**src/rtl/decoder_pkg.sv**
```systemverilog
// Shared types and helpers for the sequenced 3-to-8 decoder.
// Optional accumulator feature is enabled by defining DECODER_ACCUM_EN.
package decoder_pkg;

    typedef enum logic [1:0] {
        ST_IDLE  = 2'd0,
        ST_DRIVE = 2'd1,
        ST_GAP   = 2'd2
    } state_t;

    localparam int CODE_W = 4;

    function automatic logic [7:0] onehot8(input logic v, input logic [2:0] a);
        return v ? (8'h01 << a) : 8'h00;
    endfunction

endpackage

```
**src/rtl/dec_fifo.sv**
```systemverilog
// Small circular FIFO holding {v,a} code words; pointers wrap modulo DEPTH.
module dec_fifo #(
    parameter int DEPTH = 2,
    parameter int WIDTH = 4,
    localparam int CNT_W = $clog2(DEPTH + 1),
    localparam int PTR_W = (DEPTH > 1) ? $clog2(DEPTH) : 1
) (
    input  logic             clk,
    input  logic             rst,
    input  logic             push,
    input  logic             pop,
    input  logic [WIDTH-1:0] din,
    output logic [WIDTH-1:0] dout,
    output logic             full,
    output logic             empty,
    output logic [CNT_W-1:0] count
);

    logic [WIDTH-1:0] mem_q [DEPTH];
    logic [WIDTH-1:0] mem_d [DEPTH];
    logic [PTR_W-1:0] wr_q, wr_d, rd_q, rd_d;
    logic [CNT_W-1:0] count_q, count_d;
    logic             do_push, do_pop;

    function automatic logic [PTR_W-1:0] next_ptr(input logic [PTR_W-1:0] p);
        return (p == PTR_W'(DEPTH - 1)) ? '0 : p + PTR_W'(1);
    endfunction

    assign full    = (count_q == CNT_W'(DEPTH));
    assign empty   = (count_q == '0);
    assign count   = count_q;
    assign dout    = mem_q[rd_q];
    assign do_push = push && !full;
    assign do_pop  = pop && !empty;

    always_comb begin
        mem_d   = mem_q;
        wr_d    = wr_q;
        rd_d    = rd_q;
        count_d = count_q + CNT_W'(do_push) - CNT_W'(do_pop);
        if (do_push) begin
            mem_d[wr_q] = din;
            wr_d        = next_ptr(wr_q);
        end
        if (do_pop) begin
            rd_d = next_ptr(rd_q);
        end
    end

    always_ff @(posedge clk or posedge rst) begin
        if (rst) begin
            for (int unsigned i = 0; i < DEPTH; i++) mem_q[i] <= '0;
            wr_q    <= '0;
            rd_q    <= '0;
            count_q <= '0;
        end else begin
            mem_q   <= mem_d;
            wr_q    <= wr_d;
            rd_q    <= rd_d;
            count_q <= count_d;
        end
    end

endmodule

```
**src/rtl/decoder_3x8_seq.sv**
```systemverilog
// Sequenced 3-to-8 decoder: FIFO-buffered code words driven as timed one-hot strobes.
// Defining DECODER_ACCUM_EN adds the clr_seen/seen accumulator ports.
module decoder_3x8_seq
    import decoder_pkg::*;
#(
    parameter int DEPTH = 2,
    parameter int HOLD  = 4,
    parameter int GAP   = 1
) (
    input  logic       clk,
    input  logic       rst,
`ifdef DECODER_ACCUM_EN
    input  logic       clr_seen,
    output logic [7:0] seen,
`endif
    input  logic       in_valid,
    output logic       in_ready,
    input  logic [2:0] a,
    input  logic       v,
    output logic [7:0] d,
    output logic       d_valid,
    output logic       busy
);

    localparam int MAX_HG = (HOLD > GAP) ? HOLD : GAP;
    localparam int CNT_W  = $clog2(MAX_HG + 1);
    localparam int FCNT_W = $clog2(DEPTH + 1);
    localparam logic [CNT_W-1:0] HOLD_LD = CNT_W'(HOLD - 1);
    localparam logic [CNT_W-1:0] GAP_LD  = (GAP > 0) ? CNT_W'(GAP - 1) : '0;

    state_t              state_q, state_d;
    logic [CNT_W-1:0]    cnt_q, cnt_d;
    logic [7:0]          d_q, d_d;
    logic                d_valid_q, d_valid_d;
    logic                load;
    logic                push;
    logic [CODE_W-1:0]   fifo_dout;
    logic                fifo_full, fifo_empty;
    logic [FCNT_W-1:0]   fifo_count;
    logic [7:0]          d_new;

    assign push     = in_valid && in_ready;
    assign in_ready = !fifo_full;
    assign busy     = (state_q != ST_IDLE) || (fifo_count != '0);
    assign d        = d_q;
    assign d_valid  = d_valid_q;
    assign d_new    = onehot8(fifo_dout[3], fifo_dout[2:0]);

    dec_fifo #(
        .DEPTH (DEPTH),
        .WIDTH (CODE_W)
    ) u_fifo (
        .clk   (clk),
        .rst   (rst),
        .push  (push),
        .pop   (load),
        .din   ({v, a}),
        .dout  (fifo_dout),
        .full  (fifo_full),
        .empty (fifo_empty),
        .count (fifo_count)
    );

    always_comb begin
        state_d   = state_q;
        cnt_d     = cnt_q;
        d_d       = d_q;
        d_valid_d = d_valid_q;
        load      = 1'b0;
        unique case (state_q)
            ST_IDLE: begin
                if (!fifo_empty) load = 1'b1;
            end
            ST_DRIVE: begin
                if (cnt_q != '0) begin
                    cnt_d = cnt_q - CNT_W'(1);
                end else if (GAP > 0) begin
                    d_d       = '0;
                    d_valid_d = 1'b0;
                    cnt_d     = GAP_LD;
                    state_d   = ST_GAP;
                end else if (!fifo_empty) begin
                    load = 1'b1;
                end else begin
                    d_d       = '0;
                    d_valid_d = 1'b0;
                    state_d   = ST_IDLE;
                end
            end
            ST_GAP: begin
                if (cnt_q != '0) cnt_d = cnt_q - CNT_W'(1);
                else if (!fifo_empty) load = 1'b1;
                else state_d = ST_IDLE;
            end
            default: state_d = ST_IDLE;
        endcase
        // Every load path (from IDLE, GAP, or back-to-back DRIVE) shares this update.
        if (load) begin
            d_d       = d_new;
            d_valid_d = 1'b1;
            cnt_d     = HOLD_LD;
            state_d   = ST_DRIVE;
        end
    end

    always_ff @(posedge clk or posedge rst) begin
        if (rst) begin
            state_q   <= ST_IDLE;
            cnt_q     <= '0;
            d_q       <= '0;
            d_valid_q <= 1'b0;
        end else begin
            state_q   <= state_d;
            cnt_q     <= cnt_d;
            d_q       <= d_d;
            d_valid_q <= d_valid_d;
        end
    end

`ifdef DECODER_ACCUM_EN
    logic [7:0] seen_q, seen_d;

    assign seen = seen_q;

    always_comb begin
        seen_d = seen_q;
        if (clr_seen) seen_d = '0;
        if (load) seen_d = seen_d | d_new;
    end

    always_ff @(posedge clk or posedge rst) begin
        if (rst) seen_q <= '0;
        else     seen_q <= seen_d;
    end
`endif

endmodule

```
**config.mk**
```make
export PLATFORM = sky130hd
export DESIGN_NAME = decoder_3x8_seq
export DESIGN_NICKNAME = d
export VERILOG_FILES = /design/src/rtl/decoder_pkg.sv /design/src/rtl/dec_fifo.sv /design/src/rtl/decoder_3x8_seq.sv
export SDC_FILE = /design/constraint.sdc
export NUM_CORES = 1
export LEC_CHECK = 0
export ABC_AREA = 1
export CAP_MARGIN = 30
export CORE_MARGIN = 3
export CORE_UTILIZATION = 45
export DETAILED_ROUTE_END_ITERATION = 10
export GPL_ROUTABILITY_DRIVEN = 0
export HOLD_SLACK_MARGIN = 0.1
export PLACE_DENSITY = 0.68
export SLEW_MARGIN = 20
export SYNTH_ARGS = -nofsm -noshare
export SYNTH_HDL_FRONTEND = slang
export SYNTH_SLANG_ARGS = --single-unit
```
**constraint.sdc**
```tcl
create_clock -name clk -period 5.7 [get_ports clk]
set_clock_uncertainty 0.15 [all_clocks]
set_input_delay 1.425 -clock clk [delete_from_list [all_inputs] [get_ports clk]]
set_output_delay 1.425 -clock clk [all_outputs]
set_load 0.02 [all_outputs]
```
==> metrics.txt <==
Boundary Pins 18; share of the synthesized area in the top cell type 0.498; DP Area 0.00151 sq mm; Syn Area/Cell 8.27 sq um; Final period util 0.687; Slew Limit Fails 0; hpwl dp 1.71 mm; Slew headroom 0.601; root buf cell clkbuf_4; number of distinct library cells after synthesis 19; DR WL/cell 10.9 um; yosys warns 0; share of cells above drive strength 1 0.0847; synthesized cell area 0.00131 sq mm; initial antenna violation count 0; CP top delay family buffers and inverters; Initial DRT Pass Iterations 4; Total Power 0.867 mW; total CTS buffers 3; syn_nets 170; detail-routed via count per cell 4.72; Worst Path Arrival 2.34 ns; total number of vias 977; ys flop type dfrtp_1; worst skew pair latency 0.32 ns; leak pwr 0.831 nW; RSZ-0062 raised after global routing no; drt first-iter violations 51; CTS tree done; Synth Register Bits 26; deepest clock path buffer count 2; H-tree levels 1; Post-CTS Resized 0; R2R setup slack 3.34 ns; final setup fails 0; Post-CTS Setup Repair Bufs 0; # diodes 0; Core Rows 18; hold path endpoint d[0]$_DFFE_PP0P_; reg-to-reg critical path startpoint cnt_q[0]$_DFFE_PP0P_; Routed WL 2.26 mm; die width 59.9 um; starting density of the core 0.500; Cell Pwr Density 561 mW/mm^2; most numerous cell in the Yosys netlist nand2_1; biggest area consumer among synthesized cells dfrtp_1; WS Path Type reg -> out; core area 0.00261 sq mm; post-synthesis cell count 158; sequential share of the synthesized area 0.498; status finished, final reports clean; Port Buf Inserts 17; Clock Sinks 26; CP Data Required Time 4.12 ns; Period minus WS final 3.92 ns; crit-path cells inv_1, ha_1, ha_1, inv_1, nand2_1, nand3_2, nand3_1, clkdlybuf4s50_1; Worst-path clk slew 0.14 ns; # DRC 0; Fmax achieved 255 MHz; Layout Nets 190; R2R cell count 12; reg2reg end u_fifo.count[1]$_DFF_PP0_; fraction of registers with async set or reset after synthesis 1.00; total global routing track utilization 0.150; DRT antenna net count 0; CTS Hold Bufs 0; endpoints failing hold 0; die area 0.00359 sq mm; Syn-to-layout area delta 18.2%; synth cell count leaders nand2_1 (57), dfrtp_1 (26), inv_1 (23); CP startpoint kind flop; Worst Tran Pin Value 0.599 ns; CP endpoint kind output pin; Bufs and invs on worst path 3; Min-Delay Path Class reg -> reg; number of synthesized flops with an enable pin 0; Hold Path Cell Cnt 2; Final TNS setup 0 ns; chip height 59.9 um; CP max stage delay 0.61 ns; grt total ovfl 0; pin count of the biggest net entering global routing 17; VDD IR-drop max 319 uV; critical path's slowest cell clkdlybuf4s50_1; final instance area 0.00154 sq mm; Worst Min Path Start d[0]$_DFFE_PP0P_; MaxCap Viol Count 0; first-pass GRT wire length 4.11 mm; crit path max fanout 13; number of global-route vias before repair 966; Synth area leaders dfrtp_1 (50%), nand2_1 (16%), inv_1 (6.6%), nand3_1 (5.0%), ha_1 (4.8%)
tightest hold or removal path: cells and delay by family (launching register included):
kind          cells  cell delay (ns)
simple gates      2             0.10
flops             1             0.37
sequential cells by signal, summed over array words and instances (netlist names):
register,count
cnt_q,3
state_q,2
u_fifo.wr_q,1
d_valid,1
u_fifo.count,2
u_fifo.rd_q,1
d,8
u_fifo.mem_q,8
kinds of logic (layout without fill, tap and decap cells):
family,count (synthesis),count (layout),synth area share
compound gates,15,15,0.0728
xor+xnor,3,3,0.0201
fa+ha+maj,5,5,0.0479
buf+inv,28,47,0.0977
flops,26,26,0.498
simple gates,81,81,0.263
where the power goes:
group | total (mW) | internal [mW] | leakage, nW | switching (mW)
Clock | 0.0950 | 0.0391 | 0.0210 | 0.0559
Combinational | 0.449 | 0.177 | 0.483 | 0.272
Sequential | 0.323 | 0.268 | 0.327 | 0.0550
per-layer routing:
layer / track usage / up-vias / wire length [um]
met5: 0 / - / 0
met1: 0.200 / 433 / 1120
met2: 0.238 / 19 / 1030
li1: - / 523 / -
met3: 0.0389 / 2 / 93
met4: 0.0475 / 0 / 14
through the flow:
stage	instances	worst slack (ns)	util	hold slack [ns]
2_1_floorplan	158	2.77	-	0.303
3_3_place_gp	202	2.23	0.567	0.313
3_5_place_dp	203	2.14	0.577	0.315
4_1_cts	207	1.75	0.591	0.351
5_1_grt	207	1.60	0.591	0.362
6_report	207	1.78	0.591	0.342
placed cells by master, fill, tap and decap left out:
cell type | netlist | final
buf_16 | 0 | 1
clkbuf_4 | 0 | 3
clkbuf_8 | 0 | 1
clkdlybuf4s50_1 | 0 | 17
dfrtp_1 | 26 | 26
ha_1 | 5 | 5
inv_1 | 23 | 23
inv_2 | 2 | 2
nand2_1 | 57 | 57
nand2_2 | 2 | 2
nand3_1 | 13 | 13
nand3_2 | 1 | 1
nand4_1 | 1 | 1
nor2_1 | 5 | 5
nor2_4 | 1 | 1
o21ai_0 | 8 | 8
o21ai_1 | 1 | 1
o21ai_2 | 4 | 4
o21bai_1 | 2 | 2
or2_0 | 1 | 1
xnor2_1 | 1 | 1
xor2_1 | 2 | 2
area by class of cell:
type | instances | area [sq um]
inverters | 25 | 93.8
repair buffers | 18 | 198
fillers | 239 | 1070
multi-input cells | 104 | 528
well taps | 30 | 37.5
flip-flops and latches | 26 | 651
clock buffers | 4 | 36.3
how the worst max path moves through the flow:
stage          cells past startpoint  slack [ns]            startpoint  endpoint
2_1_floorplan                      8        2.77  cnt_q[0]$_DFFE_PP0P_      busy
3_3_place_gp                       8        2.23  cnt_q[0]$_DFFE_PP0P_      busy
3_5_place_dp                       8        2.14  cnt_q[0]$_DFFE_PP0P_      busy
4_1_cts                            8        1.75  cnt_q[0]$_DFFE_PP0P_      busy
5_1_grt                            8        1.60  cnt_q[0]$_DFFE_PP0P_      busy
6_report                           8        1.78  cnt_q[0]$_DFFE_PP0P_      busy
No activity file was read; power rests on OpenSTA's default activity.
